$ cat src/rtl/hamming_pack.sv
// Shared SECDED definitions: decoder FSM states, status flag codes and parity positions.
package hamming_pack;

    typedef enum logic [2:0] {
        S_IDLE,
        S_RD_LO,
        S_RD_HI,
        S_CHK,
        S_WR_LO,
        S_WR_HI,
        S_DONE
    } dec_state_t;

    localparam logic [1:0] F_OK  = 2'b00;
    localparam logic [1:0] F_FIX = 2'b01;
    localparam logic [1:0] F_DBL = 2'b10;

    localparam int P1 = 1;
    localparam int P2 = 2;
    localparam int P4 = 4;
    localparam int P8 = 8;

    // Gathers the 11 data bits {b11..b1} from their Hamming positions.
    function automatic logic [10:0] cw_data(input logic [15:0] cw);
        return {cw[15:9], cw[7:5], cw[3]};
    endfunction

endpackage

$ cat src/rtl/hamming_secded_fix.sv
// Combinational SECDED check/correct for one 16-bit extended Hamming codeword.
module hamming_secded_fix
    import hamming_pack::*;
(
    input  logic [15:0] cw,
    output logic [15:0] fixed,
    output logic [1:0]  flag
);

    logic [3:0] syn;
    logic       par;

    // NOTE: every output gets a default at the top so no path through the block leaves a latch.
    always_comb begin
        syn   = '0;
        fixed = cw;
        flag  = F_OK;
        // NOTE: blocking '=' here; syn accumulates within one evaluation, unlike registered state.
        for (int i = 1; i < 16; i++) begin
            if (cw[i]) syn = syn ^ 4'(i);
        end
        par = ^cw;
        if (par) begin
            // syn==0 lands on bit 0, which is exactly the p0-only error case.
            fixed[syn] = ~cw[syn];
            flag       = F_FIX;
        end else if (syn != 4'd0) begin
            flag = F_DBL;
        end
    end

endmodule

$ cat src/rtl/hamming_decode_engine.sv
// Memory-to-memory SECDED decoder: reads codewords byte-wise, corrects/flags, writes data+status.
module hamming_decode_engine
    import hamming_pack::*;
#(
    parameter int SRC_BASE  = 30,
    parameter int DST_BASE  = 0,
    parameter int NUM_WORDS = 15,
    parameter int AW        = 8
) (
    input  logic          clk,
    input  logic          rst_n,
    input  logic          start,
    output logic          busy,
    output logic          done,
    output logic [AW-1:0] mem_addr,
    input  logic [7:0]    mem_rdata,
    output logic [7:0]    mem_wdata,
    output logic          mem_wen,
    output logic [7:0]    n_single,
    output logic [7:0]    n_double
);

    dec_state_t  state;
    logic [6:0]  k;
    logic [15:0] cw;
    logic [1:0]  flag_q;
    logic [15:0] fixed;
    logic [1:0]  flag;
    logic [10:0] fixed_data;

    hamming_secded_fix u_fix (
        .cw    (cw),
        .fixed (fixed),
        .flag  (flag)
    );

    assign fixed_data = cw_data(fixed);

    // Outputs are registered: each transition loads the address/data the next state presents.
    always_ff @(posedge clk or negedge rst_n) begin
        if (!rst_n) begin
            state     <= S_IDLE;
            k         <= '0;
            cw        <= '0;
            flag_q    <= F_OK;
            busy      <= 1'b0;
            done      <= 1'b0;
            mem_addr  <= '0;
            mem_wdata <= '0;
            mem_wen   <= 1'b0;
            n_single  <= '0;
            n_double  <= '0;
        end else begin
            // NOTE: non-blocking for all state; the default below keeps mem_wen a one-state strobe.
            mem_wen <= 1'b0;
            case (state)
                S_IDLE, S_DONE: begin
                    if (start) begin
                        state    <= S_RD_LO;
                        k        <= '0;
                        n_single <= '0;
                        n_double <= '0;
                        busy     <= 1'b1;
                        done     <= 1'b0;
                        mem_addr <= AW'(SRC_BASE);
                    end
                end
                S_RD_LO: begin
                    cw[7:0]  <= mem_rdata;
                    mem_addr <= AW'(SRC_BASE + 2 * int'(k) + 1);
                    state    <= S_RD_HI;
                end
                S_RD_HI: begin
                    cw[15:8] <= mem_rdata;
                    state    <= S_CHK;
                end
                S_CHK: begin
                    cw        <= fixed;
                    flag_q    <= flag;
                    if (flag == F_FIX && n_single != 8'hFF) n_single <= n_single + 8'd1;
                    if (flag == F_DBL && n_double != 8'hFF) n_double <= n_double + 8'd1;
                    mem_addr  <= AW'(DST_BASE + 2 * int'(k));
                    mem_wdata <= fixed_data[7:0];
                    mem_wen   <= 1'b1;
                    state     <= S_WR_LO;
                end
                S_WR_LO: begin
                    mem_addr  <= AW'(DST_BASE + 2 * int'(k) + 1);
                    mem_wdata <= {flag_q, 3'b000, cw[15:13]};
                    mem_wen   <= 1'b1;
                    state     <= S_WR_HI;
                end
                S_WR_HI: begin
                    if (int'(k) < NUM_WORDS - 1) begin
                        k        <= k + 7'd1;
                        mem_addr <= AW'(SRC_BASE + 2 * (int'(k) + 1));
                        state    <= S_RD_LO;
                    end else begin
                        busy  <= 1'b0;
                        done  <= 1'b1;
                        state <= S_DONE;
                    end
                end
                default: state <= S_IDLE;
            endcase
        end
    end

endmodule

$ cat config.mk
export PLATFORM = sky130hd
export DESIGN_NAME = hamming_decode_engine
export DESIGN_NICKNAME = d
export VERILOG_FILES = /design/src/rtl/hamming_pack.sv /design/src/rtl/hamming_secded_fix.sv /design/src/rtl/hamming_decode_engine.sv
export SDC_FILE = /design/constraint.sdc
export NUM_CORES = 1
export LEC_CHECK = 0
export ABC_AREA = 1
export CAP_MARGIN = 20
export CORE_ASPECT_RATIO = 1.25
export CORE_MARGIN = 5
export CORE_UTILIZATION = 62
export CTS_CLUSTER_SIZE = 25
export DETAILED_ROUTE_END_ITERATION = 8
export PLACE_DENSITY = 0.84
export SKIP_LAST_GASP = 1
export SLEW_MARGIN = 5
export SYNTH_ARGS = -nofsm -noshare
export SYNTH_HDL_FRONTEND = slang
export SYNTH_HIERARCHICAL = 1
export SYNTH_SLANG_ARGS = --single-unit
$ cat constraint.sdc
create_clock -name clk -period 6.4 [get_ports clk]
set_input_delay 0.96 -clock clk [delete_from_list [all_inputs] [get_ports clk]]
set_output_delay 0.96 -clock clk [all_outputs]
set_load 0.01 [all_outputs]
Word-level counts from Yosys, hierarchy flattened

Index checks and enable logic that the tools add are counted.

Add/sub/neg operators: 8
$lt $le $gt $ge: 3
Equal/unequal tests: 16
Muxes and demuxes: 47
Bitwise logic cells: 15
Reduce and logical (&&, ||, !) cells: 21

Operator list:

| operator                                                    | count |
|---|---|
| case mux 8 bit (2 select lines)                             | 5 |
| two-way mux 8 bit                                           | 5 |
| case mux 8 bit (5 select lines)                             | 1 |
| adder 8 x 1 -> 8 bit (second input constant)                | 4 |
| two-way mux 4 bit                                           | 8 |
| two-way mux 3 bit                                           | 6 |
| case mux 3 bit (6 select lines)                             | 1 |
| adder 5 x 8 -> 8 bit (first input constant)                 | 2 |
| bitwise mux 16 bit                                          | 1 |
| two-way mux 16 bit                                          | 1 |
| != test 8 bit (second input constant)                       | 2 |
| XOR reduction 16 bit                                        | 1 |
| AND reduction 3 bit                                         | 5 |
| adder 7 x 1 -> 7 bit (second input constant)                | 2 |
| two-way mux 7 bit                                           | 2 |
| case mux 7 bit (2 select lines)                             | 1 |
| inverter 2 bit                                              | 6 |
| inverter 3 bit                                              | 4 |
| != test 2 bit (second input constant)                       | 5 |
| nonzero test 2 bit                                          | 5 |
| == test 3 bit (second input constant)                       | 3 |
| two-way mux 1 bit                                           | 8 |
| two-way mux 2 bit                                           | 4 |
| less-than comparator 7 x 4 -> 1 bit (second input constant) | 1 |
| 19 further kinds                                            | 27 |

Register bits after elaboration: 63
Bits of input ports: 11
Output and inout bits: 35
Word-level logic and storage cells: 124

Depth between registers and ports, before layout

Gate-level depths: netlist of the first run.

Depth after elaboration: 33
Depth in mapped cells: 20
Gate-level depth less buffers: 19

Cells and area by module

Netlist of the first run, hierarchy kept.

By module, submodules not included:

| module                | instances | cells an instance | area an instance (um2) | sequential area each (um2) |
|---|---|---|---|---|
| hamming_decode_engine | 1         | 431               | 3352.0                 | 1576.5 |
| hamming_secded_fix    | 1         | 190               | 1013.5                 | 0.0 |

Worst setup path after synthesis of the first run

Ideal clock, no wire load.

Kind: register to register
Start point: register cw[15]
End point: register n_single[4]
Setup time: 0.119 ns
Arrival time: 2.094 ns
Required time: 6.281 ns
Slack: 4.187 ns
Stages on the path, launching flop included: 16
Path buffers: 2
Period minus slack after synthesis: 2.213 ns
Path through: dfrtp_1 > buf_6 > nor2_4 > nor2_8 > xor2_4 > xnor2_2 > inv_2 > nand2_2 > nor2_1 > nor2_1 > nor2_1 > a21oi_1 > nor2_4 > buf_6 > nand2_1 > o21ai_2

Cells in the longest elaborated chain, start to end: 8
Elaborated cells on any way between the ends: 9
Those cells by class: 2 x eq/ne; 3 x mux; 4 x reduce/logical

Ends and longest elaborated chain:

| item                              | line                        | RTL |
|---|---|---|
| start, declared                   | hamming_decode_engine.sv:25 | `logic [15:0] cw;` |
| start signal, assigned            | hamming_decode_engine.sv:74 | `cw[15:8] <= mem_rdata;` |
| start signal, assigned            | hamming_decode_engine.sv:78 | `cw <= fixed;` |
| two-way mux 4 bit                 | hamming_secded_fix.sv:20    | `if (cw[i]) syn = syn ^ 4'(i);` |
| nonzero test 4 bit                | hamming_secded_fix.sv:27    | `end else if (syn != 4'd0) begin` |
| two-way mux 2 bit                 | hamming_secded_fix.sv:27    |  |
| two-way mux 2 bit (*)             | hamming_secded_fix.sv:23    | `if (par) begin` |
| named net flag[1]                 | hamming_decode_engine.sv:28 | `logic [1:0] flag;` |
| == test 2 x 1 -> 1 bit (*)        | hamming_decode_engine.sv:80 | `if (flag == F_FIX && n_single != 8'hFF) n_single <= n_single + 8'd1;` |
| logical AND 1 bit (*)             | hamming_decode_engine.sv:80 |  |
| != test 2 bit (no line) (*)       | n/a                         |  |
| AND reduction 3 bit (no line) (*) | n/a                         |  |
| end signal, assigned              | hamming_decode_engine.sv:80 |  |
| end, declared                     | hamming_decode_engine.sv:19 | `output logic [7:0] n_single,` |

The timed path passes the listed nets; every way through them passes the cells marked *.
A chain may end at the register's enable or synchronous reset.

Final worst setup path of the first run

Start point: register cw[5]
End point: register n_single[6]

Cells in the longest elaborated chain, start to end: 24
Elaborated cells on any way between the ends: 27
Those cells by class: 2 x eq/ne; 13 x mux; 8 x bitwise; 4 x reduce/logical

Ends and longest elaborated chain:

| item                              | line                        | RTL |
|---|---|---|
| start signal, assigned            | hamming_decode_engine.sv:69 | `cw[7:0] <= mem_rdata;` |
| start signal, assigned            | hamming_decode_engine.sv:78 |  |
| two-way mux 3 bit                 | hamming_secded_fix.sv:20    |  |
| inverter 2 bit (no line)          | n/a                         |  |
| two-way mux 3 bit                 | hamming_secded_fix.sv:20    |  |
| inverter 3 bit (no line)          | n/a                         |  |
| two-way mux 3 bit                 | hamming_secded_fix.sv:20    |  |
| two-way mux 4 bit (4 in a row)    | hamming_secded_fix.sv:20    |  |
| inverter 2 bit (no line)          | n/a                         |  |
| two-way mux 4 bit                 | hamming_secded_fix.sv:20    |  |
| [6 not listed]                    | n/a                         |  |
| nonzero test 4 bit                | hamming_secded_fix.sv:27    |  |
| two-way mux 2 bit                 | hamming_secded_fix.sv:27    |  |
| two-way mux 2 bit (*)             | hamming_secded_fix.sv:23    |  |
| named net flag[1]                 | hamming_decode_engine.sv:28 |  |
| == test 2 x 1 -> 1 bit (*)        | hamming_decode_engine.sv:80 |  |
| logical AND 1 bit (*)             | hamming_decode_engine.sv:80 |  |
| != test 2 bit (no line) (*)       | n/a                         |  |
| AND reduction 3 bit (no line) (*) | n/a                         |  |

Marked as above.

==> summary.md, run 1 <==
| Metric | Value |
|---|---|
| FP Rows | 34 |
| Global-route wire length before repair | 18400 um |
| First DRT Iteration DRCs | 281 |
| Clock sink count | 63 |
| Worst Clk Skew | 0.0101 ns |
| Distinct cells, synth | 37 |
| Hpwl dp | 7900 um |
| Detailed Route WL | 10700 um |
| CTS tree | yes |
| Post-cts sizing count | 0 |
| Syn_area_per_cell | 7.03 um^2 |
| Diode count | 0 |
| Initial Util | 63.0% |
| Sum of negative setup slack | 0 ns |
| Max incr delay on CP | 0.48 ns |
| Later-pin clock latency in the skew report | 0.34 ns |
| Worst hold stages | 2 |
| Critical setup path kind | reg2reg |
| Crit start category | register |
| Total GRT Usage | 25.2% |
| IO Count | 46 |
| Post-synth EDFFs | 0 |
| DR DRC count | 0 |
| Mapped Nets | 636 |
| Synth top area share | 36.1% |
| Outcome | finished clean |
| RSZ-0062 raised after global routing | no |
| Final #Nets | 681 |
| Critical Path, Cell by Cell | nand2_1 -> inv_1 -> nor2_1 -> nand2_1 -> nand2_1 -> inv_1 -> nand2_2 -> nand2_2 -> nand2_2 -> nand3_1 -> nor2_1 -> nor2_1 -> nor2_1 -> a21oi_1 -> nor2_4 -> inv_1 -> nand2_1 -> nand2_1 |
| Filler cells | 546 |
| Synth area leader | dfrtp_1 |
| Post-synth top flop | dfrtp_1 |
| Buf/Inv on CP | 3 |
| Delay-heaviest family, CP | simple AND/OR/NAND/NOR gates |
| Most frequent cell on the critical path | nand2_1 |
| Synth async-reset ratio | 100% |
| Routed Antenna Nets | 0 |
| Max cap viols | 0 |
| TritonRoute pass-1 iters | 5 |
| WL/cell | 14.1 um |
| Die Span Y | 104 um |
| Syn. warnings | 6 |
| Fraction of layout cells with a size suffix above 1 | 12.5% |
| Slew HR | 46.2% |
| Hold_buf cts | 0 |
| Final Setup Violations | 0 |
| #FFs+latches synth | 63 |
| Worst R2R Setup Slack | 3.76 ns |
| Post-CTS Setup Repair Bufs | 0 |
| Top cells by area, synth | dfrtp_1 (36%), nand2_1 (17%), nor2_1 (7.1%) |
| CP arrival | 2.86 ns |
| Largest net degree at the start of global routing | 64 |
| Clock tree root buffer cell | clkbuf_8 |
| Crit-path max FO | 12 |
| Critical Path Sink Type | register |
| Routed via count | 4117 |
| Hold_sp | mem_addr[3] |
| CP max stage cell | dfrtp_1 |
| Seq/Total Area, Yosys | 36.1% |
| Core Region | 6930 um^2 |
| Fin crit share | 41.2% |
| Final slew viol count | 0 |
| Final Hold Fails | 0 |
| Htree depth | 3 |
| Synth Cell Area | 4370 um^2 |
| Vias in the first global route | 3991 |
| Final min period | 2.64 ns |
| Clock slew at reported path FFs | 0.07 ns |
| Total gr overflow | 0 |
| R2r worst-path depth | 18 |
| WP data required | 6.63 ns |
| Hold Crit Endpoint | mem_addr[3] |
| Synth-to-layout area growth | 15.3% |
| Initial antenna violation count | 0 |
| RR Startpoint | cw[5] |
| Reg-to-reg critical path endpoint | n_single[6] |
| Syn Inst Count | 621 |
| Hold WC Path Type | reg2reg |
| Slew @ Worst Pin | 0.807 ns |
| Gp weighted congestion | 0.961 |
| Num CTS Buffers | 9 |
| Clk buf depth | 2 |
| Die W | 85.1 um |
| PortBufs | 45 |
| Fmax | 0.379 GHz |
| Die area | 8830 um^2 |
| Vias per Instance | 5.41 |
[cells in the final DEF, fill, tap and decap left out, types with 8 or more instances in the layout]
| cell type | Yosys | layout |
|---|---|---|
| a21oi_1 | 15 | 15 |
| a21oi_2 | 10 | 10 |
| a31oi_1 | 9 | 9 |
| clkbuf_8 | 0 | 10 |
| clkdlybuf4s50_1 | 0 | 44 |
| dfrtp_1 | 63 | 63 |
| inv_1 | 49 | 49 |
| inv_2 | 17 | 17 |
| nand2_1 | 202 | 202 |
| nand2_2 | 11 | 11 |
| nand3_1 | 49 | 49 |
| nand4_1 | 8 | 8 |
| nor2_1 | 83 | 83 |
| o21ai_0 | 19 | 19 |
| xor2_1 | 12 | 12 |
[layout make-up]
type	count	area (um^2)	share of cell area, %
Tap cell	90	113	2.24
Multi-Input combinational cell	477	2430	48.3
Clock buffer	13	149	2.96
Timing Repair Buffer	46	453	9.00
Clock inverter	3	42.5	0.845
Inverter	69	267	5.30
Sequential cell	63	1580	31.3
[per-layer routing]
metal  GRT usage (%)  routed length (um)  up-vias
li1                -                   -     2064
met1            31.8                4360     1870
met2            42.7                5560      159
met3            4.45                 583       24
met4            9.39                 233        0
met5               0                   0        -
[synthesized netlist by cell type (7+ instances only)]
| cell | number |
|---|---|
| nand2_1 | 202 |
| xor2_1 | 12 |
| nand4_1 | 8 |
| a31oi_1 | 9 |
| dfrtp_1 | 63 |
| a21oi_2 | 10 |
| inv_2 | 17 |
| nor2_4 | 7 |
| inv_1 | 49 |
| nand3_1 | 49 |
| nand2_2 | 11 |
| xnor2_1 | 7 |
| o21ai_1 | 7 |
| o21ai_0 | 19 |
| nor2_1 | 83 |
| a21oi_1 | 15 |
[worst min-delay path, delay by kind of cell, from the launching register on]
family | cells | cell delay [ns]
simple gates | 2 | 0.11
flops | 1 | 0.34
[registers in the layout, indices dropped and copies added (netlist names)]
signal and flops:
busy 1, cw 16, done 1, flag_q 2, k 7, mem_addr 8, mem_wdata 8, mem_wen 1
n_double 8, n_single 8, state 3
[worst max path at each step]
stage                start          end  slack (ns)  cells after the start
detailed placement  cw[13]  n_single[6]        3.84                     17
CTS                  cw[5]  n_single[6]        3.79                     18
global route        cw[13]  n_single[6]        3.49                     17
floorplan           cw[15]  n_single[4]        4.19                     15
global placement    cw[15]        cw[3]        3.94                     15
finish               cw[5]  n_single[6]        3.76                     18
[per-stage QoR]
step	cells	worst slack, ns	area, um^2	hold slack, ns	util [%]
final	761	3.76	5030	0.488	72.6
after global routing	761	3.49	5030	0.515	72.6
after CTS	761	3.79	5030	0.488	72.6
after floorplan	621	4.19	4370	0.453	-
after global placement	745	3.94	4840	0.463	69.8
after detailed placement	745	3.84	4840	0.462	69.8
[cells by family after synthesis]
family / count (synthesis) / synth area share [%]
simple gates: 379 / 38.6
buf+inv: 81 / 8.17
compound gates: 69 / 9.72
flops: 63 / 36.1
xor+xnor: 25 / 6.31
fa+ha+maj: 4 / 1.15
Power of run 1 is left out: the tool's default activity adds up to more than one toggle a clock period on the data nets, which glitch-free logic cannot reach.
==> run 2, diff against run 1 <==
--- a/config.mk
+++ b/config.mk
@@ -9,10 +9,10 @@
 export CAP_MARGIN = 20
 export CORE_ASPECT_RATIO = 1.25
 export CORE_MARGIN = 5
-export CORE_UTILIZATION = 62
+export CORE_UTILIZATION = 52
 export CTS_CLUSTER_SIZE = 25
 export DETAILED_ROUTE_END_ITERATION = 8
-export PLACE_DENSITY = 0.84
+export PLACE_DENSITY = 0.75
 export SKIP_LAST_GASP = 1
 export SLEW_MARGIN = 5
 export SYNTH_ARGS = -nofsm -noshare
==> constraint.sdc (replaced) <==
create_clock -name clk -period 2.4 [get_ports clk]
set_input_delay 0.36 -clock clk [delete_from_list [all_inputs] [get_ports clk]]
set_output_delay 0.36 -clock clk [all_outputs]
set_load 0.01 [all_outputs]
==> summary.md, run 2 (synthesis results as in run 1) <==
| Metric | Value |
|---|---|
| Vias per Instance | 5.34 (-1.3%) |
| IO Count | 46 (unchanged) |
| Die W | 92.0 um (+8.1%) |
| Clock sink count | 63 (unchanged) |
| PortBufs | 45 (unchanged) |
| Delay-heaviest family, CP | simple AND/OR/NAND/NOR gates |
| Critical setup path kind | reg2reg |
| Slew HR | 61.2% (+15 points) |
| Largest net degree at the start of global routing | 26 (-59%) |
| Outcome | finished clean |
| Htree depth | 3 (unchanged) |
| Max reg flops | 16 (unchanged) |
| Max incr delay on CP | 0.42 ns (-0.06 ns) |
| Crit-path max FO | 4 (-8) |
| Num CTS Buffers | 9 (unchanged) |
| FP Rows | 37 (+8.8%) |
| Final Hold Fails | 0 (unchanged) |
| Clock slew at reported path FFs | 0.07 ns (about the same) |
| WL/cell | 14.3 um (+1.0%) |
| Total GRT Usage | 22.0% (-3.2 points) |
| Die Span Y | 112 um (+8.3%) |
| Critical Path Sink Type | register |
| Most common cell after layout, fill and taps aside | nand2_1 |
| Final Setup Violations | 0 (unchanged) |
| Fraction of layout cells with a size suffix above 1 | 21.6% (+9.1 points) |
| Crit start category | register |
| TritonRoute pass-1 iters | 5 (unchanged) |
| Hold_buf cts | 0 (unchanged) |
| Largest Register | cw |
| Gp weighted congestion | 0.946 (-1.6%) |
| Fmax | 0.430 GHz (+13%) |
| CP max stage cell | dfrtp_1 |
| Final min period | 2.32 ns (-0.311 ns) |
| Fin crit share | 96.8% (+56 points) |
| RSZ-0062 raised after global routing | yes |
| Final Util | 66.8% (-5.8 points) |
| Reg area | 1580 um^2 (+0.48%) |
| Hpwl dp | 8390 um (+6.3%) |
| Multi-input combinational cell area | 2640 um^2 (+8.4%) |
| CTS tree | yes |
| WP data required | 2.67 ns (-3.96 ns) |
| Clock tree root buffer cell | clkbuf_8 |
| Vias in the first global route | 4160 (+4.2%) |
| First DRT Iteration DRCs | 170 (-40%) |
| Routed via count | 4245 (+3.1%) |
| Worst Clk Skew | 0.00752 ns (-0.00262 ns) |
| Critical Path, Cell by Cell | inv_1 -> nand2_1 -> nand2_2 -> xnor2_4 -> xnor2_1 -> buf_4 -> inv_1 -> nand3_1 -> nor2_2 -> nor2_1 -> a21oi_2 -> nand2_1 -> a31oi_1 |
| Slew @ Worst Pin | 0.582 ns (-0.225 ns) |
| Diode count | 0 (unchanged) |
| Hold WC Path Type | in2async |
| Commonest cells after routing, fill and taps aside | nand2_1 (193), nor2_1 (73), dfrtp_1 (57) |
| Routed Antenna Nets | 0 (unchanged) |
| Buf/Inv on CP | 3 (unchanged) |
| Die area | 10300 um^2 (+17%) |
| Total gr overflow | 0 (unchanged) |
| Max cap viols | 0 (unchanged) |
| DR DRC count | 0 (unchanged) |
| Initial antenna violation count | 0 (unchanged) |
| Later-pin clock latency in the skew report | 0.35 ns (about the same) |
| Clk buf depth | 2 (unchanged) |
| Final #Nets | 708 (+4.0%) |
| Final slew viol count | 0 (unchanged) |
| Initial Util | 53.0% (-10 points) |
| Core Region | 8240 um^2 (+19%) |
| CP arrival | 2.59 ns (-0.27 ns) |
| Synth-to-layout area growth | 26.1% |
| Filler cells | 712 (+30%) |
| Detailed Route WL | 11300 um (+5.6%) |
| Global-route wire length before repair | 18600 um (+0.93%) |
[run 2: changes by cell type in the layout (fill, tap and decap cells not counted), sizes merged]
cell | previous run | this run
clkinv | 1 | 0
clkbuf | 13 | 14
buf | 2 | 28
nand2 | 217 | 218
[run 2: final timing paths]
path / from / end / slack [ns] / cells past startpoint
setup / recovery: cw[6] / cw[3] / 0.08 / 13
hold / removal: rst_n / mem_wdata[0] / 0.009 / 1
setup reg to reg: cw[6] / cw[3] / 0.08 / 13
hold reg to reg: mem_addr[6] / mem_addr[6] / 0.48 / 2
max in group asynchronous: rst_n / cw[13] / 1.68 / 2
min in group clk: mem_addr[6] / mem_addr[6] / 0.48 / 2
[run 2: layer usage]
layer | up-vias | track usage [%] | part of all wire [%]
met3 | 23 | 4.36 | 3.7
li1 | 2124 | - | -
met4 | 0 | 9.91 | 2.6
met2 | 112 | 38.8 | 53
met1 | 1986 | 25.6 | 41
met5 | - | 0 | 0
[run 2: metrics by stage]
step	cell area, um^2	cells	worst slack [ns]	setup TNS, ns	hold slack [ns]
floorplan	4370	621	0.187	0	0.0644
CTS	5210	784	0.00903	0	0.0106
detailed placement	4970	766	-0.114	-0.538	0.391
finish	5510	795	0.0761	0	0.00869
global placement	4970	766	-0.0359	-0.136	0.382
global route	5510	795	-0.0773	-1.28	0.0538
[run 2: repair_timing]
item | 4_1_cts | 5_1_grt
cloned | 0 | 1
pin swaps | 4 | 18
setup buffers | 2 | 11
gates resized for setup | 6 | 52
endpoints found under the setup margin | 14 | 40
[run 2: cell type report]
class / instances / area share (%)
multi-input combinational: 478 / 47.9
inverter: 69 / 4.93
sequential: 63 / 28.8
timing repair buffer: 72 / 12.4
clock inverter: 2 / 0.682
clock buffer: 14 / 3.14
tap: 97 / 2.20
[run 2: worst register-to-register path: cells and delay by family, from the launching register on]
family,cells,cell delay [ns]
buffers and inverters,3,0.33
DFF,1,0.42
xor gates and xnor gates,2,0.46
and+or+nand+nor,6,0.76
AOI/OAI and AO/OA,2,0.25
Power of run 2 is left out for the same reason.
==> run 3, diff against run 2 <==
--- a/config.mk
+++ b/config.mk
@@ -7,15 +7,14 @@
 export LEC_CHECK = 0
 export ABC_AREA = 1
 export CAP_MARGIN = 20
-export CORE_ASPECT_RATIO = 1.25
 export CORE_MARGIN = 5
-export CORE_UTILIZATION = 52
+export CORE_UTILIZATION = 51
 export CTS_CLUSTER_SIZE = 25
 export DETAILED_ROUTE_END_ITERATION = 8
-export PLACE_DENSITY = 0.75
+export PLACE_DENSITY = 0.74
+export RECOVER_POWER = 100
 export SKIP_LAST_GASP = 1
 export SLEW_MARGIN = 5
 export SYNTH_ARGS = -nofsm -noshare
 export SYNTH_HDL_FRONTEND = slang
-export SYNTH_HIERARCHICAL = 1
 export SYNTH_SLANG_ARGS = --single-unit
==> summary.md, run 3 <==
| Metric | Value |
|---|---|
| Initial antenna violation count | 0 (unchanged) |
| Initial Util | 52.3% (-0.64 points) |
| PortBufs | 45 (unchanged) |
| Routed Antenna Nets | 0 (unchanged) |
| Final cell area excluding filler cells | 5210 um^2 (-5.4%) |
| Multi-input combinational cell area | 2340 um^2 (-11%) |
| Post-synth EDFFs | 0 (unchanged) |
| Gp weighted congestion | 0.988 (+4.5%) |
| Max cap viols | 1 (+1) |
| Synth area leader | dfrtp_1 |
| Top post-synthesis cells by count | nand2_1 (134), nand3_1 (75), inv_1 (64) |
| Synth Cell Area | 4040 um^2 (-7.4%) |
| Failing checks | max-capacitance violations, max-slew violations |
| Placed insts | 712 (-7.0%) |
| Outcome | finished, violations left |
| Fraction of layout cells with a size suffix above 1 | 18.8% (-2.8 points) |
| Seq/Total Area, Yosys | 39.0% (+2.9 points) |
| Synth Area in XOR/XNOR | 6.50% (+0.19 points) |
| Vias per Instance | 5.59 (+4.8%) |
| RSZ-0062 raised after global routing | yes |
| Worst setup margin | 0.0712 ns (-0.00495 ns) |
| Critical Path Sink Type | register |
| CP arrival | 2.61 ns (+0.02 ns) |
| Slew @ Worst Pin | 1.58 ns (+0.998 ns) |
| Critical setup path kind | reg2reg |
| Final Hold Fails | 0 (unchanged) |
| RR Startpoint | cw[7] |
| WL/cell | 15.6 um (+9.3%) |
| Syn_area_per_cell | 7.39 um^2 (+5.2%) |
| Synth Area in Compound Gates | 11.2% (+1.5 points) |
| Synth-to-layout area growth | 28.8% |
| Syn Inst Count | 547 (-12%) |
| Post-placement cell area | 4790 um^2 (-3.5%) |
| Filler cells | 642 (-9.8%) |
| Hpwl dp | 8290 um (-1.3%) |
| Post-synth top flop | dfrtp_1 |
| R2r worst-path depth | 16 (+3) |
| Most common cell after layout, fill and taps aside | nand2_1 |
| First DRT Iteration DRCs | 262 (+54%) |
| Mapped Nets | 562 (-12%) |
| Largest Register | cw |
| Diode count | 0 (unchanged) |
| Largest family of logic cells by synthesized area | simple AND/OR/NAND/NOR gates |
| Distinct cells, synth | 41 (+11%) |
| IO Count | 46 (unchanged) |
| Routed via count | 4140 (-2.5%) |
| Total gr overflow | 0 (unchanged) |
| Final #Nets | 648 (-8.5%) |
| Largest net degree at the start of global routing | 64 (+150%) |
| Post-route insts no fill | 740 (-6.9%) |
| FP Rows | 32 (-14%) |
| Clk buf depth | 2 (unchanged) |
| Later-pin clock latency in the skew report | 0.35 ns (about the same) |
| Multiplexer area fraction after synthesis | 0% (unchanged) |
| Reg area | 1580 um^2 (about the same) |
| CTS tree | yes |
| Clock sink count | 63 (unchanged) |
| Htree depth | 3 (unchanged) |
| Synth Area in Adders | 1.24% (+0.091 points) |
| Detailed Route WL | 11500 um (+1.7%) |
| Simple-gate share of the synthesized area | 34.5% (-4.1 points) |
| Clock slew at reported path FFs | 0.08 ns (about the same) |
| Worst R2R Setup Slack | 0.07 ns (about the same) |
| Fmax | 0.429 GHz (-0.21%) |
| TritonRoute pass-1 iters | 5 (unchanged) |
| Global-route wire length before repair | 18500 um (-0.22%) |
| Syn. warnings | 0 (-6) |
| Final slew viol count | 64 (+64) |
| Core Region | 7730 um^2 (-6.2%) |
| Final min period | 2.33 ns (+0.00495 ns) |
| Fin crit share | 97.0% (+0.21 points) |
| #FFs+latches synth | 63 (unchanged) |
| Synth async-reset ratio | 100% (unchanged) |
| Crit start category | register |
| Die Span Y | 99.0 um (-12%) |
| Die area | 9810 um^2 (-5.1%) |
| Commonest cells after routing, fill and taps aside | nand2_1 (128), nand3_1 (72), inv_1 (59) |
| WP data required | 2.68 ns (about the same) |
| DR DRC count | 0 (unchanged) |
| Num CTS Buffers | 9 (unchanged) |
| Die W | 99.0 um (+7.7%) |
| Final Setup Violations | 0 (unchanged) |
| Synth top area share | 39.0% (+2.9 points) |
| Slew HR | -5.32% (-67 points) |
| Top cells by area, synth | dfrtp_1 (39%), nand2_1 (12%), nand3_1 (9.3%) |
| Crit-path max FO | 9 (+5) |
| Total GRT Usage | 23.3% (+1.2 points) |
| Sum of negative setup slack | 0 ns (unchanged) |
| Reg-to-reg critical path endpoint | cw[3] |
| Clock tree root buffer cell | clkbuf_8 |
| Count leader, synth | nand2_1 |
| Hold WC Path Type | in2async |
| Worst Clk Skew | 0.0151 ns (+0.00762 ns) |
| Worst Setup Slack post-DPL | -0.0165 ns (+0.0978 ns) |
| Max reg flops | 16 (unchanged) |
| Vias in the first global route | 3824 (-8.1%) |
## run 3: repair_timing
action,CTS,global route
cloned,0,2
gates resized for setup,0,39
endpoints found under the hold margin,0,0
setup buffers,2,8
endpoints found under the setup margin,11,38
pin swaps,1,13
hold buffers,0,0
## run 3: how the worst max path moves through the flow
stage               start     endpoint  slack [ns]  cells after the start
detailed placement  cw[7]  n_double[7]       -0.02                     10
CTS                 cw[7]        cw[8]        0.01                     15
global placement    cw[7]  n_double[4]       -0.04                     10
global route        cw[5]       cw[10]       -0.06                     16
floorplan           cw[7]  n_double[5]        0.37                     10
finish              cw[7]        cw[3]        0.07                     16
## run 3: kinds of logic (layout without fill, tap and decap cells)
group | count (synthesis) | after routing
compound gates | 76 | 76
xor+xnor | 24 | 24
fa+ha+maj | 4 | 4
buf+inv | 80 | 169
flops | 63 | 63
simple gates | 300 | 302
## run 3: area by class of cell
| class | count | share of cell area, % |
|---|---|---|
| Multi-Input combinational cell | 406 | 44.9 |
| Sequential cell | 63 | 30.4 |
| Timing Repair Buffer | 81 | 13.5 |
| Inverter | 72 | 5.28 |
| Tap cell | 102 | 2.45 |
| Clock buffer | 9 | 2.38 |
| Clock inverter | 7 | 1.06 |
## run 3: layer usage
layer,track usage (%),share of wire [%],vias up
met5,0,0,-
met4,7.14,2.2,0
met3,4.81,7.2,23
met2,37.9,48,163
met1,31.2,42,1969
li1,-,-,1985
## run 3: per-stage QoR
step	hold slack (ns)	utilization, %
global route	0.505	67.4
detailed placement	0.403	62.0
finish	0.469	67.4
floorplan	0.0644	-
CTS	0.0218	64.5
global placement	0.399	62.0
## run 3: worst max-delay path: stages (launching register included)
cell	delay [ns]
dfrtp_2	0.48
inv_2	0.09
nand2_1	0.07
nand2_1	0.07
nand2_1	0.06
nand2_1	0.10
nand2_1	0.09
nand3_4	0.15
buf_4	0.14
nand3_2	0.14
nand3_1	0.13
nand3_1	0.08
nand3_1	0.12
nand3_4	0.16
nand3_1	0.10
nand2_1	0.11
a21oi_1	0.15
Power of run 3 is left out for the same reason.
